### config.mk
export PLATFORM = sky130hd
export DESIGN_NAME = bit_stats
export DESIGN_NICKNAME = d
export VERILOG_FILES = /design/src/rtl/bit_stats.sv
export SDC_FILE = /design/constraint.sdc
export NUM_CORES = 1
export LEC_CHECK = 0
export ABC_CLOCK_PERIOD_IN_PS = 11700
export BUFFER_PORTS_ARGS = -buffer_cell sky130_fd_sc_hd__buf_4
export CORE_MARGIN = 8
export CORE_UTILIZATION = 40
export CTS_CLUSTER_SIZE = 16
export DETAILED_ROUTE_END_ITERATION = 7
export GPL_ROUTABILITY_DRIVEN = 0
export PLACE_DENSITY = 0.59
export SYNTH_ARGS = -nofsm -noshare
export SYNTH_HDL_FRONTEND = slang
export SYNTH_SLANG_ARGS = --single-unit
### constraint.sdc
create_clock -name clk -period 11.7 [get_ports clk]
set_input_delay 2.34 -clock clk [delete_from_list [all_inputs] [get_ports clk]]
set_output_delay 2.34 -clock clk [all_outputs]
set_load 0.02 [all_outputs]
### src/rtl/bit_stats.sv
// Multi-cycle bit statistics: popcount, zero count, leading/trailing zeros, one CHUNK slice per cycle.
// Optional macro BIT_STATS_PARITY_EN adds the out_parity port (XOR of the accepted operand).
module bit_stats #(
  parameter int BITS  = 16,
  parameter int CHUNK = 4
) (
  input  logic                       clk,
  input  logic                       rst,
  input  logic                       in_valid,
  output logic                       in_ready,
  input  logic [BITS-1:0]            in_data,
  input  logic [1:0]                 in_mode,
  output logic                       out_valid,
  input  logic                       out_ready,
`ifdef BIT_STATS_PARITY_EN
  output logic                       out_parity,
`endif
  output logic [$clog2(BITS+1)-1:0]  out_result
);

  localparam int RW  = $clog2(BITS+1);
  localparam int NCH = BITS / CHUNK;
  localparam int IW  = (NCH > 1) ? $clog2(NCH) : 1;

  typedef enum logic [1:0] {IDLE, BUSY, DONE} state_t;

  state_t            state, state_nxt;
  logic [BITS-1:0]   data_r;
  logic [1:0]        mode_r;
  logic [RW-1:0]     acc, acc_nxt, result_fin, res_r;
  logic [IW-1:0]     idx;
  logic              seen, seen_nxt, last;
  logic [CHUNK-1:0]  chunk;

  function automatic logic [RW-1:0] popc(input logic [CHUNK-1:0] c);
    logic [RW-1:0] n;
    n = '0;
    for (int i = 0; i < CHUNK; i++) n = n + RW'(c[i]);
    return n;
  endfunction

  // Zeros below the lowest set bit; CHUNK when the slice is empty.
  function automatic logic [RW-1:0] tzc(input logic [CHUNK-1:0] c);
    logic [RW-1:0] n;
    n = RW'(CHUNK);
    for (int i = CHUNK-1; i >= 0; i--) if (c[i]) n = RW'(i);
    return n;
  endfunction

  function automatic int msbp(input logic [CHUNK-1:0] c);
    int p;
    p = 0;
    for (int i = 0; i < CHUNK; i++) if (c[i]) p = i;
    return p;
  endfunction

  always_ff @(posedge clk) begin
    if (!rst) state <= IDLE;
    else      state <= state_nxt;
  end

  always_comb begin
    state_nxt = state;
    in_ready  = 1'b0;
    out_valid = 1'b0;
    case (state)
      IDLE: begin
        in_ready = 1'b1;
        if (in_valid) state_nxt = BUSY;
      end
      BUSY: if (last) state_nxt = DONE;
      DONE: begin
        out_valid = 1'b1;
        if (out_ready) state_nxt = IDLE;
      end
      default: state_nxt = IDLE;
    endcase
  end

  // Slice datapath: current chunk folded into the running count
  always_comb begin
    chunk    = CHUNK'(data_r >> (int'(idx) * CHUNK));
    last     = (idx == IW'(NCH - 1));
    acc_nxt  = acc;
    seen_nxt = seen;
    case (mode_r)
      2'b00: acc_nxt = acc + popc(chunk);
      2'b01: acc_nxt = acc + (RW'(CHUNK) - popc(chunk));
      2'b10: begin
        // Slices arrive LSB first, so the latest non-empty slice holds the highest one.
        if (|chunk) begin
          acc_nxt  = RW'(BITS - 1 - (int'(idx) * CHUNK + msbp(chunk)));
          seen_nxt = 1'b1;
        end
      end
      default: begin
        if (!seen) begin
          acc_nxt  = acc + tzc(chunk);
          seen_nxt = |chunk;
        end
      end
    endcase
    result_fin = (mode_r == 2'b10 && !seen_nxt) ? RW'(BITS) : acc_nxt;
  end

  always_ff @(posedge clk) begin
    if (state == IDLE && in_valid) begin
      data_r <= in_data;
      mode_r <= in_mode;
      acc    <= '0;
      idx    <= '0;
      seen   <= 1'b0;
    end else if (state == BUSY) begin
      acc  <= acc_nxt;
      seen <= seen_nxt;
      idx  <= IW'(idx + 1'b1);
    end
  end

  always_ff @(posedge clk) begin
    if (!rst)                     res_r <= '0;
    else if (state == BUSY && last) res_r <= result_fin;
  end

  assign out_result = res_r;

`ifdef BIT_STATS_PARITY_EN
  logic par, par_nxt, par_out;

  assign par_nxt = par ^ (^chunk);

  always_ff @(posedge clk) begin
    if (state == IDLE && in_valid) par <= 1'b0;
    else if (state == BUSY)        par <= par_nxt;
  end

  always_ff @(posedge clk) begin
    if (!rst)                       par_out <= 1'b0;
    else if (state == BUSY && last) par_out <= par_nxt;
  end

  assign out_parity = par_out;
`endif

endmodule

==> impl_metrics.env, run 1 <==
export IMPL_cp_buffers_inverters=1
export IMPL_grt_max_degree=23
export IMPL_dpl_worst_slack_ps=7570
export IMPL_synth_area_leaders="edfxtp_1, dfxtp_1, ha_1"
export IMPL_outcome="complete, no violations"
export IMPL_worstSetupPathType="register to register"
export IMPL_insertedDiodeCount=0
export IMPL_ctsResizeCount=0
export IMPL_num_vias=1599
export IMPL_max_stage_delay_ps=690
export IMPL_yosysTopAreaCellShare_pct=25.0
export IMPL_grt_usage_pct=13.0
export IMPL_critPathRequiredTime_ps=11880
export IMPL_synth_cell_types=51
export IMPL_p_leak_uw=0.00106
export IMPL_hold_worst_slack_ps=456
export IMPL_cp_arrival_ps=4290
export IMPL_path_common_cell="ha_1"
export IMPL_clock_skew_ps=6.54
export IMPL_ys_seq_area_share_pct=38.8
export IMPL_grtUsageMet1_pct=15.8
export IMPL_critical_path_top_delay_family="adder cells"
export IMPL_p_per_area_nw_per_um2=209
export IMPL_routed_wl_mm=4.63
export IMPL_rows=26
export IMPL_routedWlPerCell_um=14.9
export IMPL_drv_slew=0
export IMPL_cts_tree="built"
export IMPL_cts_sinks=33
export IMPL_synth_common_cells="nand2_1, ha_1, inv_1"
export IMPL_route_detailed_drc=0
export IMPL_synthToLayoutAreaGrowth_pct=16.3
export IMPL_cp_max_fo=11
export IMPL_max_freq_mhz=243
export IMPL_synth_area_per_cell_um2=10.2
export IMPL_synth_top_cell_by_area="edfxtp_1"
export IMPL_met3_usage_pct=3.91
export IMPL_syn_cell_area_um2=2170
export IMPL_drv_cap=0
export IMPL_cts_made_buffers=5
export IMPL_clk_pin_slew_worst_paths_ps=70
export IMPL_grt_overflow_total=0
export IMPL_fin_util_pct=48.7
export IMPL_die_h_um=89.6
export IMPL_dieArea_um2=8030
export IMPL_grt_pass1_wl_mm=7.95
export IMPL_routed_via_density=5.14
export IMPL_cpMaxStageDelayCell="mux4_1"
export IMPL_cp_end_kind="register"
export IMPL_ant_nets=0
export IMPL_slew_headroom_pct=35.8
export IMPL_clock_root_buffer="clkbuf_8"
export IMPL_post_cts_repair_setup_buffers=0
export IMPL_async_reset_ff_share_pct=0
export IMPL_synth_warnings=0
export IMPL_max_vdd_ir_drop_v=0.000125
export IMPL_crit_path_start_kind="register"
export IMPL_drt_iter0_markers=106
export IMPL_fp_coreArea_um2=5170
export IMPL_clk_path_buf_depth=2
export IMPL_die_x_um=89.6
export IMPL_ctsHtreeMaxLevel=2
export IMPL_setup_viol=0
export IMPL_dp_hpwl_mm=3.63
export IMPL_grt_antenna_before_repair=0
export IMPL_nFillCells=487
export IMPL_layout_nets=284
export IMPL_ys_seq_elements=33
export IMPL_rsz0062_at_grt="no"
export IMPL_finalWorstSetupSlack_ps=7590
export IMPL_cts_hold_buf=0
export IMPL_timing_final_crit_share_pct=35.1
export IMPL_first_pass_iters=4
export IMPL_hold_viol_final=0
export IMPL_syn_nets=257
export IMPL_synth_cells=213
export IMPL_grt_busiest_layer="met2"
export IMPL_worst_slew_pin_slew_ps=963
export IMPL_tns_ps=0
export IMPL_period_needed_ps=4110
export IMPL_synth_edf_count=18
export IMPL_worst_hold_path_type="register to register"
export IMPL_worstSkewPairLatency_ps=280
export IMPL_drive_gt1_share_pct=18.3
export IMPL_synth_main_ff_cell="edfxtp_1"
export IMPL_grt_pass1_vias=1657
export IMPL_start_util_pct=41.9
export IMPL_path_cells="mux4_1 -> fa_1 -> ha_1 -> ha_1 -> ha_1 -> inv_1 -> ha_1 -> o21ai_0 -> o21ai_0 -> xnor2_1 -> a32oi_1 -> nand4_1 -> o221a_2"
export IMPL_use_met2_pct=21.5
export IMPL_portBuffers=28
export IMPL_ioPinCount=29
export IMPL_yosysMostFrequentCell="nand2_1"
[logic make-up after synthesis]
group	Yosys count	share of synthesized area [%]
AND/OR/NAND/NOR	63	14.8
AO/OA/AOI/OAI	46	14.8
flip-flops	33	38.8
buffers and inverters	28	5.83
adder cells (fa/ha/maj)	22	13.7
multiplexers	12	8.26
XOR/XNOR	9	3.64
[placed cells by master (no fill, tap or decap), types with 8 or more instances in the layout]
cell type and instances:
nor2_1 10, nand2_1 22, buf_4 28, xnor2_1 8
o21ai_0 9, nor2b_1 9, edfxtp_1 18, ha_1 19
dfxtp_1 15, inv_1 19
[metrics by stage]
step	cell area, um^2	cells	total power (uW)
global placement	2420	303	429
CTS	2520	311	529
floorplan	2170	213	372
global route	2520	311	574
detailed placement	2420	303	432
finish	2520	311	527
[layout make-up]
class,instances,area (um^2),share of cell area (%)
clock buffers,7,96.3,3.83
clock inverters,1,5.00,0.199
inverters,20,80.1,3.18
multi-input cells,152,1200,47.6
flip-flops and latches,33,841,33.4
well taps,70,87.6,3.48
repair buffers,28,210,8.35
[path summary, 6_finish.rpt]
check | end | start | slack [ps] | cells past startpoint
setup / recovery | out_result[4] | idx[0] | 7590 | 13
hold / removal | out_result[3] | out_result[3] | 460 | 2
setup reg to reg | out_result[4] | idx[0] | 7590 | 13
hold reg to reg | out_result[3] | out_result[3] | 460 | 2
[power breakdown]
part | total (uW) | leakage, uW | switching (uW) | internal [uW]
Clock | 95.3 | 0.0000542 | 42.1 | 53.2
Combinational | 268 | 0.000709 | 145 | 123
Sequential | 163 | 0.000295 | 25.7 | 138
Total | 527 | 0.00106 | 213 | 314
[routing by layer]
layer  vias to the layer above  wire, um  part of all wire (%)
li1                        813         -                     -
met3                         4       287                   6.2
met2                        44      2190                    47
met5                         -         0                     0
met1                       738      2090                    45
met4                         0        60                   1.3
[worst reg2reg max path, stage by stage (launching register included)]
cell	delay [ps]
dfxtp_1	610
mux4_1	690
fa_1	480
ha_1	210
ha_1	340
ha_1	330
inv_1	50
ha_1	220
o21ai_0	220
o21ai_0	140
xnor2_1	160
a32oi_1	200
nand4_1	140
o221a_2	240
[flip-flops by register name, indices dropped and copies added (netlist names)]
signal      count
out_result      5
mode_r          2
idx             2
seen            1
state           2
acc             5
data_r         16
Power figures use the tool's default switching activity.
==> run 2: changes to the inputs <==
--- a/config.mk
+++ b/config.mk
@@ -5,7 +5,7 @@
 export SDC_FILE = /design/constraint.sdc
 export NUM_CORES = 1
 export LEC_CHECK = 0
-export ABC_CLOCK_PERIOD_IN_PS = 11700
+export ABC_CLOCK_PERIOD_IN_PS = 4300
 export BUFFER_PORTS_ARGS = -buffer_cell sky130_fd_sc_hd__buf_4
 export CORE_MARGIN = 8
 export CORE_UTILIZATION = 40
==> constraint.sdc (replaced) <==
create_clock -name clk -period 4.3 [get_ports clk]
set_input_delay 0.86 -clock clk [delete_from_list [all_inputs] [get_ports clk]]
set_output_delay 0.86 -clock clk [all_outputs]
set_load 0.02 [all_outputs]
==> run 2 against run 1 <==
- die area stayed put
- power grew to 2.8 times the previous value
- maximum frequency is 4.9% higher
- combinational power grew to 2.8 times the previous value
- via count is 1.1% higher
- critical path depth stayed put
- cell count is 0.64% higher
- register-to-register slack worse by 7200 ps
- utilization is 0.46 points higher
- routed wire length is 1.4% higher
- largest cell class unchanged
==> impl_metrics.env, run 2 (same netlist as run 1, synthesis figures left out) <==
export IMPL_outcome="complete, no violations"
export IMPL_cp_arrival_ps=4100
export IMPL_slew_headroom_pct=35.5
export IMPL_synthToLayoutAreaGrowth_pct=17.4
export IMPL_wl_met2_mm=2.19
export IMPL_power_uw=1480
export IMPL_start_util_pct=41.9
export IMPL_timing_final_crit_share_pct=91.1
export IMPL_cp_end_kind="register"
export IMPL_m1WireLength_mm=2.19
export IMPL_routed_wl_mm=4.70
export IMPL_rsz0062_at_grt="no"
export IMPL_dieArea_um2=8030
export IMPL_final_cell_mix="buf_4, nand2_1, inv_1, ha_1, edfxtp_1"
export IMPL_routed_via_density=5.17
export IMPL_grt_max_degree=23
export IMPL_placed_area_um2=2430
export IMPL_multiInputGateArea_um2=1200
export IMPL_p_per_area_nw_per_um2=581
export IMPL_worstSkewPairLatency_ps=290
export IMPL_max_vdd_ir_drop_v=0.000283
export IMPL_post_cts_repair_setup_buffers=0
export IMPL_fp_coreArea_um2=5170
export IMPL_hold_viol_final=0
export IMPL_cts_made_buffers=5
export IMPL_crit_path_start_kind="register"
export IMPL_cts_hold_buf=0
export IMPL_cts_sinks=33
export IMPL_drv_cap=0
export IMPL_clock_root_buffer="clkbuf_8"
export IMPL_tns_ps=0
export IMPL_drt_iter0_markers=98
export IMPL_clock_skew_ps=10.6
export IMPL_routedWlPerCell_um=15.0
export IMPL_dr_max_layer_used="met4"
export IMPL_num_vias=1617
export IMPL_finalWorstSetupSlack_ps=384
export IMPL_ant_nets=0
export IMPL_layout_nets=286
export IMPL_die_h_um=89.6
export IMPL_ctsResizeCount=0
export IMPL_rows=26
export IMPL_portBuffers=28
export IMPL_period_needed_ps=3920
export IMPL_final_common_cell="buf_4"
export IMPL_clk_pin_slew_worst_paths_ps=80
export IMPL_insertedDiodeCount=0
export IMPL_route_detailed_drc=0
export IMPL_worst_hold_path_type="register to register"
export IMPL_drive_gt1_share_pct=18.5
export IMPL_dr_wl_met3_um=242
export IMPL_max_freq_mhz=255
export IMPL_grt_pass1_wl_mm=7.96
export IMPL_cts_tree="built"
export IMPL_grt_usage_pct=13.1
export IMPL_largest_reg_flops=16
export IMPL_regArea_um2=841
export IMPL_nFillCells=493
export IMPL_final_cell_area_um2=2540
export IMPL_grt_overflow_total=0
export IMPL_grt_antenna_before_repair=0
export IMPL_drv_slew=0
export IMPL_clk_path_buf_depth=2
export IMPL_dp_hpwl_mm=3.68
export IMPL_p_leak_uw=0.00106
export IMPL_worst_slew_pin_slew_ps=968
export IMPL_die_x_um=89.6
export IMPL_ioPinCount=29
export IMPL_top_register="data_r"
export IMPL_critPathRequiredTime_ps=4490
export IMPL_grt_pass1_vias=1671
export IMPL_dpl_worst_slack_ps=390
export IMPL_cp_max_fo=5
export IMPL_worstSetupPathType="register to register"
export IMPL_first_pass_iters=4
export IMPL_setup_viol=0
export IMPL_ctsHtreeMaxLevel=2
[run 2: path summary, 6_finish.rpt]
kind                               startpoint             to  slack (ps)  cells past startpoint
worst max-delay path                   idx[0]  out_result[4]         380                     13
worst min-delay path            out_result[3]  out_result[3]         450                      2
worst max register to register         idx[0]  out_result[4]         380                     13
worst min register to register  out_result[3]  out_result[3]         450                      2
[run 2: metal layers]
metal / vias up / GRT usage [%]
met5: - / 0
met4: 0 / 5.44
met3: 7 / 3.18
met2: 33 / 20.6
met1: 757 / 16.8
li1: 820 / -
[run 2: critical path, stage by stage, from the launching register on]
cell and delay [ps]:
dfxtp_1 470, mux4_1 660, fa_1 480, ha_1 210, ha_1 330, ha_1 320, inv_1 50, ha_1 220
a31oi_1 210, o21ai_0 150, xnor2_1 150, a32oi_1 190, nand4_1 140, o221a_2 240
[run 2: power breakdown]
group | switching, uW | total (uW) | internal [uW] | leakage (uW)
clock network | 117 | 288 | 170 | 0.0000518
logic | 400 | 746 | 346 | 0.000718
registers | 68.1 | 443 | 375 | 0.000295
total | 585 | 1480 | 891 | 0.00106
[run 2: through the flow]
step | util [%] | hold slack [ps] | std cells
finish | 49.2 | 448 | 313
CTS | 49.2 | 454 | 313
floorplan | - | 465 | 213
detailed placement | 47.0 | 444 | 305
global route | 49.2 | 488 | 313
global placement | 47.0 | 439 | 305
[run 2: layout make-up]
cell class	instances	share of cell area [%]
repair buffers	30	8.86
multi-input cells	152	47.1
well taps	70	3.44
clock inverters	3	1.62
clock buffers	5	2.71
flip-flops and latches	33	33.1
inverters	20	3.15
